==> src/rtl/rca_4bit.sv <==
// 4-bit ripple-carry adder built from gate-level full-adder cells, with a
// registered SUM/Cout/OVF output stage (1-cycle latency, async active-high reset).
module rca_4bit (
    input  logic       clk,
    input  logic       rst,
    input  logic [3:0] A,
    input  logic [3:0] B,
    input  logic       Cin,
    output logic [3:0] SUM,
    output logic       Cout,
    output logic       OVF
);

    logic [4:0] w_c;
    logic [3:0] w_p;
    logic [3:0] w_g;
    logic [3:0] w_s;

    logic [3:0] r_sum;
    logic       r_cout;
    logic       r_ovf;

    assign w_c[0] = Cin;

    // Carry strictly ripples bit 0 -> bit 3; no lookahead.
    for (genvar i = 0; i < 4; i++) begin : g_fa
        assign w_p[i]   = A[i] ^ B[i];
        assign w_g[i]   = A[i] & B[i];
        assign w_s[i]   = w_p[i] ^ w_c[i];
        assign w_c[i+1] = w_g[i] | (w_c[i] & w_p[i]);
    end

    always_ff @(posedge clk or posedge rst) begin
        if (rst) begin
            r_sum  <= 4'h0;
            r_cout <= 1'b0;
            r_ovf  <= 1'b0;
        end else begin
            r_sum  <= w_s;
            r_cout <= w_c[4];
            r_ovf  <= w_c[3] ^ w_c[4];
        end
    end

    assign SUM  = r_sum;
    assign Cout = r_cout;
    assign OVF  = r_ovf;

endmodule

==> config.mk <==
export PLATFORM = sky130hd
export DESIGN_NAME = rca_4bit
export DESIGN_NICKNAME = d
export VERILOG_FILES = /design/src/rtl/rca_4bit.sv
export SDC_FILE = /design/constraint.sdc
export NUM_CORES = 1
export LEC_CHECK = 0
export ABC_AREA = 0
export CAP_MARGIN = 20
export CORE_AREA = 2 2 39 41
export DETAILED_ROUTE_END_ITERATION = 8
export DIE_AREA = 0 0 41 43
export DONT_BUFFER_PORTS = 1
export GPL_ROUTABILITY_DRIVEN = 0
export PLACE_DENSITY_LB_ADDON = 0.05
export SLEW_MARGIN = 5
export SYNTH_ARGS = -nofsm -noshare
export SYNTH_HDL_FRONTEND = slang
export SYNTH_SLANG_ARGS = --single-unit
==> constraint.sdc <==
create_clock -name clk -period 0.8 [get_ports clk]
set_clock_uncertainty 0.15 [all_clocks]
set_input_delay 0.08 -clock clk [delete_from_list [all_inputs] [get_ports clk]]
set_output_delay 0.08 -clock clk [all_outputs]
set_load 0.1 [all_outputs]
-- Word level (Yosys, flattened, before mapping)
Cells that the tools add are included.
- bitwise logic cells: 21
- operators with widths (cell ; number):
    1-bit bitwise XOR ; 9
    1-bit AND ; 8
    1-bit bitwise OR ; 4
- bits in registers: 6
- bits of input ports: 11
- output and inout port bits: 6

-- Depth between registers and ports, before layout
- word-level depth: 10
- depth in mapped cells: 8

-- Worst setup path after synthesis
OpenSTA, ideal clock, no wires.
- path type: in2reg
- start: input port A[0]
- end: register r_sum[3], in the netlist SUM[3]
- library setup time: 0.064 ns
- arrival: 1.638 ns
- slack: -1.052 ns
- stages on the path: 8
- cells stage by stage: fa_1 inv_1 fa_1 inv_1 fa_1 inv_1 fa_1 inv_1
- word-level cells in the longest chain between the ends: 8
- ends and longest elaborated chain (element ; RTL line ; RTL):
    start, declared ; 6 ; input logic [3:0] A,
    1-bit bitwise XOR ; 27 ; assign w_p[i] = A[i] ^ B[i];
    1-bit AND ; 30 ; assign w_c[i+1] = w_g[i] | (w_c[i] & w_p[i]);
    1-bit bitwise OR * ; 30 ;
    1-bit AND * ; 30 ;
    1-bit bitwise OR * ; 30 ;
    1-bit AND * ; 30 ;
    1-bit bitwise OR * ; 30 ;
    1-bit bitwise XOR * ; 29 ; assign w_s[i] = w_p[i] ^ w_c[i];
    named net w_s[3] ; 17 ; logic [3:0] w_s;
    end signal, assigned ; 39 ; r_sum <= w_s;
    end, declared ; 19 ; logic [3:0] r_sum;
Mark *: on every way through the listed nets, which the timed path passes. The rest lies on a longest branch.

-- Worst setup path in the final report
Same ends and word-level chain as after synthesis.

==> implementation parameters <==
Parameter                              Value

Outcome
  Result of the run ... complete, but fails checks
  Failing checks ... hold timing, setup timing

Final layout
  Ant. Diodes ... 0
  Count of non-filler cells in the finished layout ... 45
  Total Nets Final ... 45
  Proportion of layout cells with a drive suffix above 1 ... 0.690
  Post-layout utilization of the core ... 0.289
  Synthesis-to-layout area growth ... 42.9%
  Final non-filler cell area ... 400 sq um
  Number of fill cells ... 150

Pwr
  Total chip power ... 1.24 mW
  P per Cell Area ... 3090 nW/um^2
  Worst VDD drop ... 788 uV
  Static leakage power ... 0.186 nW

Timing
  Slew Limit Fails ... 0
  Total Negative Setup Slacks ... -4.16 ns
  Final setup violation count ... 11
  Worst slack on hold paths ... -0.109 ns
  Final hold violation count ... 2
  Max-slew headroom ... 0.803
  RSZ-0062 raised after global routing ... true
  Slew @ Worst Pin ... 0.297 ns
  Post-layout minimum cycle time ... 1.56 ns
  Final Worst Setup Slack ... -0.757 ns
  Share of the clock period used by the worst path ... 1.95
  Max Clock Freq ... 642 MHz

Route
  Routed length per instance ... 8.51 um
  Sum of routed wire length over all layers ... 383 um
  Via density ... 3.60
  Overall via count from detail_route ... 162
  Number of nets still failing antenna checks after routing ... 0
  DRC violation total after the first TritonRoute iteration ... 2
  First-pass iteration count of the detailed router ... 2
  Number of remaining DRC errors ... 0

Place
  Number of placed instances, taps included ... 40
  Worst slack at placement ... -1.01 ns
  I/O Buffers ... 0
  Estimated wirelength of the detail-placed design ... 344 um
  Placed standard-cell area ... 357 sq um

Clock network
  Clock-pin slew reported for the worst setup and hold paths after clock tree synthesis ... 0.05 ns
  TritonCTS clock tree ... yes
  # clock sinks ... 6
  Buffers from clock root to sink, at most ... 2
  Number of H-tree levels ... 1
  TritonCTS buffer count ... 3
  Post-cts hold buffer count ... 1
  CTS Root Cell ... sky130_fd_sc_hd__clkbuf_4

Worst hold path
  Worst Hold Path EP ... SUM[0]
  Hold Path Cell Cnt ... 1
  Min-delay src ... Cin
  Min-Delay Path Class ... input pin to flip-flop

Yosys
  Warnings, synthesis ... 0
  Syn Std Cell Area ... 280 sq um
  Netlist cell types ... 4
  Post-synthesis net count ... 37
  Synth Register Bits ... 6
  Mapped Cells ... 22
  Mean Syn Cell Area ... 12.7 sq um
  Seq/Total Area, Yosys ... 0.536

Die
  Count of pins on the block boundary ... 17
  Initial core utilization ... 0.203
  Die Ht ... 43 um
  Die area ... 1760 sq um
  Placement row count ... 14
  Die Span X ... 41 um
  Core Box Area ... 1380 sq um

Critical path
  Cell at the slowest stage of the critical path ... sky130_fd_sc_hd__fa_2
  Critical path data arrival time ... 1.59 ns
  Beginning of the critical path ... A[0]
  Type of the worst setup path ... input pin to flip-flop
  CP Max Fanout ... 2
  Critical path launch point type ... input pin
  Most common cell type on the critical path ... sky130_fd_sc_hd__fa_2
  Critical path, cell by cell ... fa_2 -> inv_2 -> fa_2 -> inv_2 -> fa_2 -> inv_2 -> fa_2 -> inv_1
  Capturing element type of the critical path ... flip-flop
  CP Data Required Time ... 0.83 ns
  Slowest Stage Delay on Critical Path ... 0.42 ns

GRT
  Global-route wire length before repair ... 614 um
  Vias in the first global route ... 168
  Antenna violations before repair ... 0
  Maximum number of pins on one net before global-route repair ... 7
  Global router's overall resource usage ... 0.0652
  Overflow after GRT ... 0

Job
  Max-cap violations ... 0
## layout make-up
| type | count | area (sq um) | area share |
|---|---|---|---|
| flip-flops and latches | 6 | 169 | 0.422 |
| inverters | 11 | 41.3 | 0.103 |
| well taps | 16 | 20.0 | 0.0500 |
| clock buffers | 4 | 26.3 | 0.0656 |
| multi-input cells | 5 | 106 | 0.266 |
| repair buffers | 3 | 37.5 | 0.0938 |
## worst max-delay path: cells and delay by family
kind / cells / cell delay (ns)
fa+ha+maj: 4 / 1.30
buf+inv: 4 / 0.21
## cell usage in the layout (no fill, tap or decap)
| master | count |
|---|---|
| sky130_fd_sc_hd__inv_1 | 6 |
| sky130_fd_sc_hd__dfrtp_4 | 5 |
| sky130_fd_sc_hd__inv_2 | 5 |
| sky130_fd_sc_hd__fa_2 | 4 |
| sky130_fd_sc_hd__clkbuf_4 | 3 |
| sky130_fd_sc_hd__dfrtp_1 | 1 |
| sky130_fd_sc_hd__xnor2_2 | 1 |
| sky130_fd_sc_hd__clkbuf_1 | 1 |
| sky130_fd_sc_hd__dlygate4sd3_1 | 1 |
| sky130_fd_sc_hd__buf_4 | 1 |
| sky130_fd_sc_hd__buf_12 | 1 |
## synth_stat cells
cell,count,area (sq um)
sky130_fd_sc_hd__fa_1,4,80.1
sky130_fd_sc_hd__dfrtp_1,6,150
sky130_fd_sc_hd__xnor2_1,1,8.76
sky130_fd_sc_hd__inv_1,11,41.3
## repair_timing
| action | CTS | global route |
|---|---|---|
| setup endpoints to repair | 11 | 11 |
| hold endpoints to repair | 8 | 2 |
| pin swaps | 0 | 0 |
| buffers inserted | 0 | 0 |
| gates resized for setup | 0 | 3 |
## worst max-delay path by stage
stage / end / depth (start not counted)
6_report: SUM[3] / 8
5_1_grt: SUM[3] / 8
4_1_cts: SUM[3] / 8
3_5_place_dp: SUM[3] / 8
3_3_place_gp: SUM[3] / 8
2_1_floorplan: SUM[3] / 8
## cells by family (layout without fill, tap and decap cells)
family / after synthesis / in the layout / synth area share
adder cells (fa/ha/maj): 4 / 4 / 0.286
XOR/XNOR: 1 / 1 / 0.0313
flip-flops: 6 / 6 / 0.536
buffers and inverters: 11 / 18 / 0.147
## per-layer routing
layer / vias up / GRT usage / share of wire / wire length (um)
li1: 70 / - / - / -
met1: 76 / 0.0676 / 0.40 / 152
met2: 14 / 0.0625 / 0.45 / 172
met3: 2 / 0.0157 / 0.091 / 35
met4: 0 / 0.140 / 0.057 / 22
met5: - / 0 / 0 / 0
## where the power goes
part | internal (mW) | total, mW | switching [mW]
sequential | 0.383 | 0.719 | 0.336
clock | 0.189 | 0.292 | 0.104
combinational | 0.0953 | 0.226 | 0.131
## registers in the layout (all words and copies together) (netlist names)
| signal | flops |
|---|---|
| SUM | 4 |
| OVF | 1 |
| Cout | 1 |
Note: power is estimated with default switching activity, not from simulation.
